`src/rtl/imm_extend_stage_pkg.sv`:
```
// Shared definitions for the immediate-extension stage.
//   ext_mode_e : extension mode encoding (zero, sign, upper/LUI, branch)
//   IMM_W / WORD_W / REG_ADDR_W : default widths for the MIPS datapath
package imm_extend_stage_pkg;

  typedef enum logic [1:0] {
    EXT_ZERO   = 2'b00,
    EXT_SIGN   = 2'b01,
    EXT_UPPER  = 2'b10,
    EXT_BRANCH = 2'b11
  } ext_mode_e;

  localparam int IMM_W      = 16;
  localparam int WORD_W     = 32;
  localparam int REG_ADDR_W = 5;

endpackage

```
`src/rtl/imm_extend_stage_if.sv`:
```
// Handshake bundle between ID, the extension stage and EX.
//   Input side : InValid, InReady, Immediate, ExtendMode, InTag
//   Output side: OutValid, OutReady, Result, OutTag
// slave  = the stage itself, master = the surrounding pipeline (ID producer + EX consumer).
interface imm_extend_stage_if #(
  parameter int IN_W  = 16,
  parameter int OUT_W = 32,
  parameter int TAG_W = 5
) ();
  logic             InValid;
  logic             InReady;
  logic [IN_W-1:0]  Immediate;
  logic [1:0]       ExtendMode;
  logic [TAG_W-1:0] InTag;
  logic             OutValid;
  logic             OutReady;
  logic [OUT_W-1:0] Result;
  logic [TAG_W-1:0] OutTag;

  modport slave (
    input  InValid, Immediate, ExtendMode, InTag, OutReady,
    output InReady, OutValid, Result, OutTag
  );

  modport master (
    output InValid, Immediate, ExtendMode, InTag, OutReady,
    input  InReady, OutValid, Result, OutTag
  );
endinterface

```
`src/rtl/imm_extend_core.sv`:
```
// Combinational immediate extender.
//   imm  : IN_W-bit raw immediate
//   mode : 00 zero, 01 sign, 10 upper (imm placed in the top bits), 11 branch
//   ext  : OUT_W-bit extended word
// Build option IMM_EXTEND_BRANCH_SHIFT_EN: when defined, mode 11 yields the
// sign-extended immediate shifted left by 2 (top two bits dropped); when
// undefined, mode 11 is identical to sign mode.
// With OUT_W == IN_W every mode passes the immediate unchanged.
module imm_extend_core
  import imm_extend_stage_pkg::*;
#(
  parameter int IN_W  = IMM_W,
  parameter int OUT_W = WORD_W
) (
  input  logic [IN_W-1:0]  imm,
  input  logic [1:0]       mode,
  output logic [OUT_W-1:0] ext
);
  localparam int SH = OUT_W - IN_W;

  logic [OUT_W-1:0] zext, sext, upper, branch;

  assign zext  = OUT_W'(imm);
  assign sext  = OUT_W'($signed(imm));
  assign upper = zext << SH;

`ifdef IMM_EXTEND_BRANCH_SHIFT_EN
  // Equal widths leave no room to extend, so the offset is passed as-is.
  assign branch = (SH == 0) ? zext : (sext << 2);
`else
  assign branch = sext;
`endif

  always_comb begin
    ext = zext;
    case (ext_mode_e'(mode))
      EXT_ZERO:   ext = zext;
      EXT_SIGN:   ext = sext;
      EXT_UPPER:  ext = upper;
      EXT_BRANCH: ext = branch;
      default:    ext = zext;
    endcase
  end
endmodule

```
`src/rtl/imm_extend_stage.sv`:
```
// Registered immediate-extension stage between ID and EX.
//   CLK, Reset_n : rising-edge clock, synchronous active-low reset
//   Flush        : squash every buffered item (and any input offered this cycle)
//   bus (slave)  : valid/ready input side (Immediate/ExtendMode/InTag) and
//                  valid/ready output side (Result/OutTag)
//   Count        : number of buffered items, 0..2
// Extension happens on the way in; the extended word is stored. A 2-entry
// skid buffer (head + skid register) keeps InReady a pure function of the
// registered occupancy, so EX back-pressure never reaches ID combinationally.
// Build option IMM_EXTEND_BRANCH_SHIFT_EN selects the branch-offset mode (see imm_extend_core).
module imm_extend_stage
  import imm_extend_stage_pkg::*;
#(
  parameter int IN_W  = IMM_W,
  parameter int OUT_W = WORD_W,
  parameter int TAG_W = REG_ADDR_W
) (
  input  logic                CLK,
  input  logic                Reset_n,
  input  logic                Flush,
  imm_extend_stage_if.slave   bus,
  output logic [1:0]          Count
);
  logic [OUT_W-1:0] ext;

  imm_extend_core #(.IN_W(IN_W), .OUT_W(OUT_W)) u_core (
    .imm  (bus.Immediate),
    .mode (bus.ExtendMode),
    .ext  (ext)
  );

  logic [1:0]       count_q, count_d;
  logic             in_ready_q, in_ready_d;
  logic [OUT_W-1:0] head_res_q, head_res_d, skid_res_q, skid_res_d;
  logic [TAG_W-1:0] head_tag_q, head_tag_d, skid_tag_q, skid_tag_d;
  logic             push, pop;

  assign push = bus.InValid & in_ready_q;
  assign pop  = (count_q != 2'd0) & bus.OutReady;

  always_comb begin
    count_d    = count_q;
    head_res_d = head_res_q;
    head_tag_d = head_tag_q;
    skid_res_d = skid_res_q;
    skid_tag_d = skid_tag_q;
    // Flush leaves the data registers alone so an empty stage still shows
    // the last item it presented.
    if (Flush) begin
      count_d = 2'd0;
    end else begin
      case (count_q)
        2'd0: if (push) begin
          head_res_d = ext;
          head_tag_d = bus.InTag;
          count_d    = 2'd1;
        end
        2'd1: begin
          if (push && pop) begin
            head_res_d = ext;
            head_tag_d = bus.InTag;
          end else if (push) begin
            skid_res_d = ext;
            skid_tag_d = bus.InTag;
            count_d    = 2'd2;
          end else if (pop) begin
            count_d = 2'd0;
          end
        end
        2'd2: if (pop) begin
          // push cannot occur here: InReady is low when full
          head_res_d = skid_res_q;
          head_tag_d = skid_tag_q;
          count_d    = 2'd1;
        end
        default: count_d = 2'd0;
      endcase
    end
    in_ready_d = (count_d != 2'd2);
  end

  always_ff @(posedge CLK) begin
    if (!Reset_n) begin
      count_q    <= 2'd0;
      in_ready_q <= 1'b1;
      head_res_q <= '0;
      head_tag_q <= '0;
      skid_res_q <= '0;
      skid_tag_q <= '0;
    end else begin
      count_q    <= count_d;
      in_ready_q <= in_ready_d;
      head_res_q <= head_res_d;
      head_tag_q <= head_tag_d;
      skid_res_q <= skid_res_d;
      skid_tag_q <= skid_tag_d;
    end
  end

  assign bus.InReady  = in_ready_q;
  assign bus.OutValid = (count_q != 2'd0);
  assign bus.Result   = head_res_q;
  assign bus.OutTag   = head_tag_q;
  assign Count        = count_q;
endmodule

```
`src/flat_wrapper.sv`:
```
// flat-port wrapper written by rule: the top's interface ports become plain ports
module imm_extend_stage_flat import imm_extend_stage_pkg::*;
#(
  parameter int IN_W  = IMM_W,
  parameter int OUT_W = WORD_W,
  parameter int TAG_W = REG_ADDR_W
)
  (CLK, Reset_n, Flush, Count, bus_InValid, bus_Immediate, bus_ExtendMode, bus_InTag, bus_OutReady, bus_InReady, bus_OutValid, bus_Result, bus_OutTag);
  imm_extend_stage_if #(.IN_W(IN_W), .OUT_W(OUT_W), .TAG_W(TAG_W)) bus_i ();
  input  logic CLK;
  input  logic Reset_n;
  input  logic Flush;
  output logic [1:0] Count;
  input wire logic [$bits(bus_i.InValid)-1:0] bus_InValid;
  input wire logic [$bits(bus_i.Immediate)-1:0] bus_Immediate;
  input wire logic [$bits(bus_i.ExtendMode)-1:0] bus_ExtendMode;
  input wire logic [$bits(bus_i.InTag)-1:0] bus_InTag;
  input wire logic [$bits(bus_i.OutReady)-1:0] bus_OutReady;
  output wire logic [$bits(bus_i.InReady)-1:0] bus_InReady;
  output wire logic [$bits(bus_i.OutValid)-1:0] bus_OutValid;
  output wire logic [$bits(bus_i.Result)-1:0] bus_Result;
  output wire logic [$bits(bus_i.OutTag)-1:0] bus_OutTag;
  assign bus_i.InValid = bus_InValid;
  assign bus_i.Immediate = bus_Immediate;
  assign bus_i.ExtendMode = bus_ExtendMode;
  assign bus_i.InTag = bus_InTag;
  assign bus_i.OutReady = bus_OutReady;
  assign bus_InReady = bus_i.InReady;
  assign bus_OutValid = bus_i.OutValid;
  assign bus_Result = bus_i.Result;
  assign bus_OutTag = bus_i.OutTag;
  imm_extend_stage #(.IN_W(IN_W), .OUT_W(OUT_W), .TAG_W(TAG_W)) u_core (.CLK(CLK), .Reset_n(Reset_n), .Flush(Flush), .bus(bus_i), .Count(Count));
endmodule
```
`config.mk`:
```
export PLATFORM = sky130hd
export DESIGN_NAME = imm_extend_stage_flat
export DESIGN_NICKNAME = d
export VERILOG_FILES = /design/src/rtl/imm_extend_stage_pkg.sv /design/src/rtl/imm_extend_stage_if.sv /design/src/rtl/imm_extend_core.sv /design/src/rtl/imm_extend_stage.sv /design/src/flat_wrapper.sv
export SDC_FILE = /design/constraint.sdc
export NUM_CORES = 1
export LEC_CHECK = 0
export ABC_AREA = 0
export BUFFER_PORTS_ARGS = -buffer_cell sky130_fd_sc_hd__buf_4
export CORE_MARGIN = 5
export CORE_UTILIZATION = 35
export CTS_CLUSTER_DIAMETER = 120
export DETAILED_ROUTE_END_ITERATION = 6
export GPL_TIMING_DRIVEN = 1
export SLEW_MARGIN = 20
export SYNTH_ARGS = -nofsm -noshare
export SYNTH_HDL_FRONTEND = slang
export SYNTH_SLANG_ARGS = --single-unit
```
`constraint.sdc`:
```
create_clock -name CLK -period 3.9 [get_ports CLK]
set_clock_uncertainty 0.1 [all_clocks]
set_input_delay 0.78 -clock CLK [delete_from_list [all_inputs] [get_ports CLK]]
set_output_delay 0.78 -clock CLK [all_outputs]
set_load 0.005 [all_outputs]
```
==> results of run 1 <==
## registers in the layout (all words and copies together) (netlist names)
register and cells:
u_core.bus.Result 32, u_core.Count 2, u_core.bus.InReady 1, u_core.bus.OutTag 5
u_core.skid_res_q 32, u_core.skid_tag_q 5
## how the worst max path moves through the flow
stage	from	endpoint	slack, ns
3_3_place_gp	bus_InValid	u_core.bus.OutTag[1]	1.0
2_1_floorplan	bus_OutReady	u_core.skid_res_q[0]	2.05
4_1_cts	bus_InValid	u_core.bus.OutTag[1]	1.34
5_1_grt	u_core.Count[1]	u_core.bus.OutTag[3]	1.04
6_report	bus_InValid	u_core.bus.OutTag[1]	1.35
3_5_place_dp	bus_InValid	u_core.bus.OutTag[1]	0.98
## where the power goes
part | internal [uW] | total, uW | switching (uW) | leakage, uW
logic | 87.6 | 186 | 98.5 | 0.00105
registers | 813 | 830 | 16.7 | 0.000626
clock network | 357 | 647 | 290 | 0.000105
## per-stage QoR
step	total power (uW)	hold slack, ns	util (%)	worst slack (ns)	instances
floorplan	947	0.335	-	2.05	399
global placement	1030	0.342	41.9	0.997	563
detailed placement	1040	0.348	41.9	0.976	563
CTS	1690	0.358	44.2	1.34	579
global route	1750	0.373	44.2	1.04	579
finish	1660	0.357	44.2	1.35	579
## cell type report
| type | instances | area [um2] | area share [%] |
|---|---|---|---|
| Multi-Input combinational cell | 279 | 1610 | 39.2 |
| Inverter | 2 | 7.51 | 0.183 |
| Timing Repair Buffer | 76 | 571 | 13.9 |
| Tap cell | 129 | 161 | 3.93 |
| Clock inverter | 7 | 90.1 | 2.19 |
| Sequential cell | 77 | 1540 | 37.5 |
| Clock buffer | 9 | 124 | 3.02 |
## cell usage after synthesis (all sizes together) (3+ instances only)
cell / instances / area share (%)
o2111ai: 15 / 3.9
nor3: 3 / 0.78
a21oi: 27 / 4.0
a31oi: 17 / 3.2
dfxtp: 77 / 46
o211a: 15 / 4.5
a311oi: 4 / 1.0
buf: 19 / 3.8
nor2: 5 / 0.56
clkbuf: 22 / 2.5
nand2: 86 / 9.6
o21ai: 33 / 4.9
a21boi: 10 / 2.2
a211o: 15 / 3.9
nand3: 33 / 4.9
nand2b: 3 / 0.56
nor2b: 3 / 0.56
## kinds of logic (layout without fill, tap and decap cells)
logic type                after synthesis  after routing  synth area share [%]
and+or+nand+nor                       138            138                  18.5
DFF                                    77             77                  46.0
xor gates and xnor gates                1              1                 0.261
AOI/OAI and AO/OA                     140            140                  28.8
buffers and inverters                  43             94                  6.45
## worst min-delay path: stages, from the launching register on
cell and delay, ns:
dfxtp_1 0.31, nand2_1 0.05, a21oi_1 0.05
## per-layer routing
metal	vias to the layer above	wire (um)
met4	0	90
met5	-	0
met3	9	526
met2	76	4040
li1	1528	-
met1	1410	4240
==> impl_metrics.env, run 1 <==
export IMPL_critPathBufInv=2
export IMPL_cp_max_fo=48
export IMPL_final_cell_mix="nand2_1, dfxtp_1, buf_4"
export IMPL_grt_use_met2_pct=24.8
export IMPL_dpl_cell_area_um2=3890
export IMPL_grt_use_met1_pct=21.8
export IMPL_syn_area_um2=3350
export IMPL_period_share_pct=65.5
export IMPL_netlist_instances=399
export IMPL_drv_slew=0
export IMPL_r2r_cells=5
export IMPL_drc=0
export IMPL_cp_depth=6
export IMPL_place_congestion=0.701
export IMPL_cp_top_family="compound AO/OA/AOI/OAI gates"
export IMPL_final_cell_area_um2=4110
export IMPL_powerDensity_nw_per_um2=405
export IMPL_dieHeight_um=108
export IMPL_crit_type="primary input to flop"
export IMPL_cts_root_buf="clkbuf_8"
export IMPL_end_kind="flop"
export IMPL_grt_pass1_wl_mm=14.9
export IMPL_seq_area_frac_synth_pct=46.0
export IMPL_nets=473
export IMPL_fmax_mhz=392
export IMPL_start_util_pct=36.1
export IMPL_cts_tree="yes"
export IMPL_irDropWorstVdd_uv=171
export IMPL_cpMostUsedCell="buf_4"
export IMPL_clock_sinks=77
export IMPL_die_w_um=108
export IMPL_core_rowCount=35
export IMPL_relSlewSlack_pct=29.3
export IMPL_clockBufferDepth=2
export IMPL_cts_reportedPaths_clkPinSlew_ns=0.07
export IMPL_timing_rr_end="u_core.bus.OutTag[1]"
export IMPL_io_buffers=68
export IMPL_drive_gt1_share_pct=22.0
export IMPL_via_count=3023
export IMPL_ant_nets=0
export IMPL_use_met3_pct=4.14
export IMPL_ctsResizeCount=0
export IMPL_grt_max_degree=74
export IMPL_drt_initial_drc_count=166
export IMPL_antenna_cells=0
export IMPL_postSynthRegisterBits=77
export IMPL_synth_async_sr_flop_share_pct=0
export IMPL_grt_antenna_before_repair=0
export IMPL_worstHoldEndpoint="u_core.skid_res_q[0]"
export IMPL_place_hpwl_mm=5.63
export IMPL_clk_latency_ns=0.34
export IMPL_htreeDepth=3
export IMPL_layout_commonest_cell="nand2_1"
export IMPL_fill_cells=970
export IMPL_startpoint_type="primary input"
export IMPL_overflow=0
export IMPL_tns_ns=0
export IMPL_drv_cap=0
export IMPL_cts_hold_buffers=0
export IMPL_hp_class="flop to flop"
export IMPL_cts_setup_buffers=0
export IMPL_io_pins=69
export IMPL_p_leak_uw=0.00178
export IMPL_post_route_min_period_ns=2.55
export IMPL_arrival_ns=2.69
export IMPL_hold_path_startpoint="u_core.skid_res_q[0]"
export IMPL_yosys_warnings=0
export IMPL_synth_cell_types=35
export IMPL_hold_violations=0
export IMPL_r2r_start="u_core.Count[1]"
export IMPL_wl_per_cell_um=15.4
export IMPL_core_area_um2=9280
export IMPL_syn_nets=427
export IMPL_rsz0062_at_grt="false"
export IMPL_numCtsBuffers=9
export IMPL_crit_chain="buf_4, nand3b_4, o31ai_4, buf_4, nor2_1, a311oi_1"
export IMPL_crit_slowest_cell="o31ai_4"
export IMPL_area_delta_synth_final_pct=22.4
export IMPL_synth_area_per_cell_um2=8.40
export IMPL_synth_edf_count=0
export IMPL_drt_wl_total_mm=8.90
export IMPL_tightest_slew_ns=1.06
export IMPL_busiest_layer="met2"
export IMPL_grt_pass1_vias=2904
export IMPL_via_per_inst=5.22
export IMPL_drt_pass1_iter_count=4
export IMPL_yosys_most_used_dff="dfxtp_1"
export IMPL_min_path_cells=2
export IMPL_grt_usage_pct=15.9
export IMPL_r2r_slack_ns=1.39
export IMPL_dieArea_um2=11600
export IMPL_setup_viol_count_final=0
export IMPL_cpPeakStageDelay_ns=0.83
export IMPL_outcome="finished clean"
export IMPL_worstPathRequired_ns=4.04
(Power assumes the default switching activity.)
==> inputs of run 2 (changes only) <==
- clock period: 3.9 -> 2.7 ns (I/O delays scaled with it)
==> run 2 against run 1 <==
Compared with the run above:
- highest routed layer unchanged
- global-route usage down 0.24 points
- final cell count grew 0.35%
- non-clock buffer count up 2
- critical path depth did not move
- sequential cell count did not move
- register-to-register slack got worse by 0.80 ns
- via count up 1.5%
- sequential share of layout area decreased by 0.35 points
- largest cell class unchanged
==> impl_metrics.env, run 2 (synthesis results as in run 1) <==
export IMPL_place_hpwl_mm=5.59
export IMPL_period_share_pct=78.3
export IMPL_busiest_layer="met2"
export IMPL_p_leak_uw=0.00180
export IMPL_drt_pass1_iter_count=4
export IMPL_area_delta_synth_final_pct=23.6
export IMPL_relSlewSlack_pct=44.9
export IMPL_antenna_cells=0
export IMPL_hp_class="primary input to flop"
export IMPL_crit_slowest_cell="o31ai_4"
export IMPL_tightest_slew_ns=0.826
export IMPL_dieHeight_um=108
export IMPL_io_pins=69
export IMPL_cts_hold_buffers=0
export IMPL_cts_tree="yes"
export IMPL_final_cell_mix="nand2_1, dfxtp_1, buf_4"
export IMPL_cpPeakStageDelay_ns=0.53
export IMPL_drive_gt1_share_pct=21.7
export IMPL_tns_ns=0
export IMPL_fmax_mhz=473
export IMPL_critPathBufInv=2
export IMPL_drt_initial_drc_count=161
export IMPL_worstPathRequired_ns=2.84
export IMPL_arrival_ns=2.25
export IMPL_start_util_pct=36.1
export IMPL_cp_max_fo=43
export IMPL_grt_pass1_vias=2867
export IMPL_setup_viol_count_final=0
export IMPL_use_met3_pct=3.36
export IMPL_grt_antenna_before_repair=0
export IMPL_crit_type="flop to flop"
export IMPL_irDropWorstVdd_uv=231
export IMPL_cts_setup_buffers=0
export IMPL_hold_violations=0
export IMPL_powerDensity_nw_per_um2=579
export IMPL_core_area_um2=9280
export IMPL_grt_use_met2_pct=24.1
export IMPL_cp_top_family="compound AO/OA/AOI/OAI gates"
export IMPL_setup_slack_ns=0.585
export IMPL_grt_usage_pct=15.7
export IMPL_drv_slew=0
export IMPL_drt_wl_total_mm=8.89
export IMPL_io_buffers=68
export IMPL_startpoint_type="flop"
export IMPL_crit_chain="nand3b_4, o31ai_4, buf_8, buf_12, nor2_1, a311oi_1"
export IMPL_clk_latency_ns=0.34
export IMPL_cts_reportedPaths_clkPinSlew_ns=0.08
export IMPL_die_w_um=108
export IMPL_dieArea_um2=11600
export IMPL_overflow=0
export IMPL_drc=0
export IMPL_end_kind="flop"
export IMPL_layout_commonest_cell="nand2_1"
export IMPL_wl_per_cell_um=15.3
export IMPL_grt_max_degree=54
export IMPL_core_rowCount=35
export IMPL_grt_pass1_wl_mm=14.8
export IMPL_clock_sinks=77
export IMPL_cts_root_buf="clkbuf_8"
export IMPL_numCtsBuffers=9
export IMPL_preCtsSetupSlack_ns=0.0998
export IMPL_ant_nets=0
export IMPL_drv_cap=0
export IMPL_ctsResizeCount=0
export IMPL_via_per_inst=5.28
export IMPL_via_count=3067
export IMPL_nets=475
export IMPL_post_route_min_period_ns=2.11
export IMPL_clockBufferDepth=2
export IMPL_grt_use_met1_pct=22.0
export IMPL_rsz0062_at_grt="false"
export IMPL_place_congestion=0.695
export IMPL_htreeDepth=3
export IMPL_fill_cells=947
export IMPL_outcome="finished clean"
==> run 2: final cells by class <==
class                           instances  area [um2]  area share (%)
Sequential cell                        77        1540            37.2
Inverter                                2        7.51           0.181
Timing Repair Buffer                   78         618            14.9
Clock buffer                           11         131            3.17
Tap cell                              129         161            3.89
Clock inverter                          5        75.1            1.81
Multi-Input combinational cell        279        1610            38.8
==> run 2: worst paths after layout <==
path | depth (start not counted) | end | slack (ns) | startpoint
worst min register to register | 2 | u_core.skid_res_q[15] | 0.36 | u_core.skid_res_q[15]
worst max-delay path | 6 | u_core.bus.OutTag[1] | 0.59 | u_core.Count[1]
worst max register to register | 6 | u_core.bus.OutTag[1] | 0.59 | u_core.Count[1]
worst min-delay path | 2 | u_core.Count[0] | 0.33 | Flush
==> run 2: metal layers <==
metal	routed length (um)	up-vias
met5	0	-
met4	123	0
met3	539	9
met2	3890	96
met1	4340	1427
li1	-	1535
==> run 2: worst register-to-register path, cell delays in order, from the launching register on <==
cell and delay [ns]:
dfxtp_1 0.37, nand3b_4 0.21, o31ai_4 0.53, buf_8 0.25, buf_12 0.23, nor2_1 0.08, a311oi_1 0.24
==> run 2: where the power goes <==
group / switching, uW / internal, uW / total, uW
sequential: 23.6 / 1170 / 1200
clock: 405 / 517 / 922
combinational: 146 / 133 / 279
total: 575 / 1820 / 2400
==> run 2: through the flow <==
stage	instances	power, uW	instance area (um2)	utilization, %	hold WS, ns
2_1_floorplan	399	1370	3350	-	0.335
3_3_place_gp	564	1500	3920	42.3	0.341
3_5_place_dp	564	1500	3920	42.3	0.347
4_1_cts	580	2420	4130	44.5	0.320
5_1_grt	581	2510	4140	44.6	0.334
6_report	581	2400	4140	44.6	0.332
==> inputs of run 3 (changes only) <==
- clock period: 2.7 -> 1.75 ns (I/O delays scaled with it)
==> run 3 against run 2 <==
Compared with the run above:
- sequential power increased by 54%
- hold slack got worse by 0.19 ns
- via count decreased by 1.0%
- global-route usage decreased by 0.21 points
- final area is 4.2% higher
- critical path depth is 3 lower
- register-to-register slack worse by 0.43 ns
- first-iteration DRC count shrank 1.2%
- wire length fell by 0.30%
- clock-buffer cell count shrank 1
- largest cell class unchanged
==> impl_metrics.env, run 3 (synthesis results as in run 1) <==
export IMPL_outcome="finished clean"
export IMPL_drv_cap=0
export IMPL_layout_commonest_cell="nand2_1"
export IMPL_grt_pass1_wl_mm=14.6
export IMPL_irDropWorstVdd_uv=463
export IMPL_numCtsBuffers=9
export IMPL_arrival_ns=1.24
export IMPL_worstPathRequired_ns=1.30
export IMPL_clk_latency_ns=0.35
export IMPL_crit_slowest_cell="dfxtp_1"
export IMPL_cp_max_fo=6
export IMPL_power_frac_comb_pct=12.1
export IMPL_startpoint_type="flop"
export IMPL_cts_tree="yes"
export IMPL_dieHeight_um=108
export IMPL_swShare_pct=24.2
export IMPL_drt_pass1_iter_count=4
export IMPL_hp_class="primary input to flop"
export IMPL_drv_slew=0
export IMPL_layout_cells_non_filler=593
export IMPL_p_leak_uw=0.00189
export IMPL_tightest_slew_ns=0.343
export IMPL_ant_nets=0
export IMPL_grt_usage_pct=15.5
export IMPL_cts_reportedPaths_clkPinSlew_ns=0.08
export IMPL_via_count=3036
export IMPL_area_delta_synth_final_pct=28.8
export IMPL_multiInputGateArea_um2=1610
export IMPL_post_route_min_period_ns=1.69
export IMPL_setup_viol_count_final=0
export IMPL_dp_cells=576
export IMPL_seqPwrFrac_pct=48.6
export IMPL_start_util_pct=36.1
export IMPL_relSlewSlack_pct=77.1
export IMPL_core_area_um2=9280
export IMPL_cpPeakStageDelay_ns=0.32
export IMPL_drt_initial_drc_count=159
export IMPL_crit_chain="buf_4, or2_2, buf_4"
export IMPL_nets=487
export IMPL_drc=0
export IMPL_fill_cells=956
export IMPL_io_pins=69
export IMPL_cts_root_buf="clkbuf_8"
export IMPL_via_per_inst=5.12
export IMPL_grt_pass1_vias=2951
export IMPL_hold_violations=0
export IMPL_drt_wl_total_mm=8.86
export IMPL_cp_top_family="flip-flops"
export IMPL_clockBufferDepth=2
export IMPL_p_sw_uw=920
export IMPL_final_cell_mix="nand2_1, buf_4, dfxtp_1"
export IMPL_fmax_mhz=592
export IMPL_utilization_pct=46.5
export IMPL_p_int_uw=2880
export IMPL_dieArea_um2=11600
export IMPL_ctsResizeCount=0
export IMPL_clock_sinks=77
export IMPL_crit_type="flop to primary output"
export IMPL_htreeDepth=3
export IMPL_tns_ns=0
export IMPL_rsz0062_at_grt="false"
export IMPL_io_buffers=68
export IMPL_p_clk_share_pct=39.3
export IMPL_critPathBufInv=2
export IMPL_antenna_cells=0
export IMPL_setup_slack_ns=0.0608
export IMPL_drive_gt1_share_pct=24.1
export IMPL_grt_max_degree=53
export IMPL_wl_per_cell_um=14.9
export IMPL_end_kind="primary output"
export IMPL_grt_antenna_before_repair=0
export IMPL_place_hpwl_mm=5.84
export IMPL_seqCellArea_um2=1540
export IMPL_preCtsSetupSlack_ns=0.0654
export IMPL_core_rowCount=35
export IMPL_cpMostUsedCell="buf_4"
export IMPL_period_share_pct=96.5
export IMPL_die_w_um=108
export IMPL_overflow=0
export IMPL_powerDensity_nw_per_um2=880
export IMPL_place_congestion=0.739
==> run 3: timing repair <==
item,4_1_cts,5_1_grt
hold buffers,0,0
endpoints found under the setup margin,0,1
buffers inserted,0,1
hold endpoints to repair,0,0
==> run 3: worst paths after layout <==
kind                        start                    end  slack, ns  cells after the start
max               u_core.Count[1]           bus_OutValid       0.06                      3
min                  bus_InTag[0]   u_core.skid_tag_q[0]       0.15                      3
max reg2reg       u_core.Count[0]  u_core.bus.Result[18]       0.16                      6
min reg2reg  u_core.skid_tag_q[3]   u_core.skid_tag_q[3]       0.36                      2
==> run 3: tightest hold or removal path: cells and delay by family <==
kind	cells	cell delay, ns
buffers and inverters	1	0.11
AND/OR/NAND/NOR	1	0.05
AO/OA/AOI/OAI	1	0.05
==> run 3: power groups by stage <==
stage,clock [uW],sequential (uW),combinational [uW]
after floorplan,0,1890,223
after global placement,0,1890,455
after detailed placement,0,1890,460
after CTS,1530,1850,462
after global routing,1600,1860,506
final,1490,1850,459
==> run 3: layout make-up <==
class	instances	area share, %
flip-flops and latches	77	35.7
multi-input cells	279	37.3
repair buffers	90	18.0
clock inverters	6	2.00
inverters	2	0.174
well taps	129	3.74
clock buffers	10	3.19
==> run 3: metal layers <==
metal	up-vias	track usage (%)	wire length (um)
met1	1412	21.8	4330
li1	1558	-	-
met3	11	2.88	366
met5	-	0	0
met2	55	23.3	4030
met4	0	5.95	128
==> run 3: stage by stage <==
stage / instance area, um2 / hold slack (ns) / power (uW)
6_report: 4320 / 0.147 / 3800
5_1_grt: 4320 / 0.152 / 3960
4_1_cts: 4310 / 0.137 / 3840
3_5_place_dp: 4090 / 0.347 / 2350
3_3_place_gp: 4090 / 0.342 / 2340
2_1_floorplan: 3350 / 0.329 / 2110
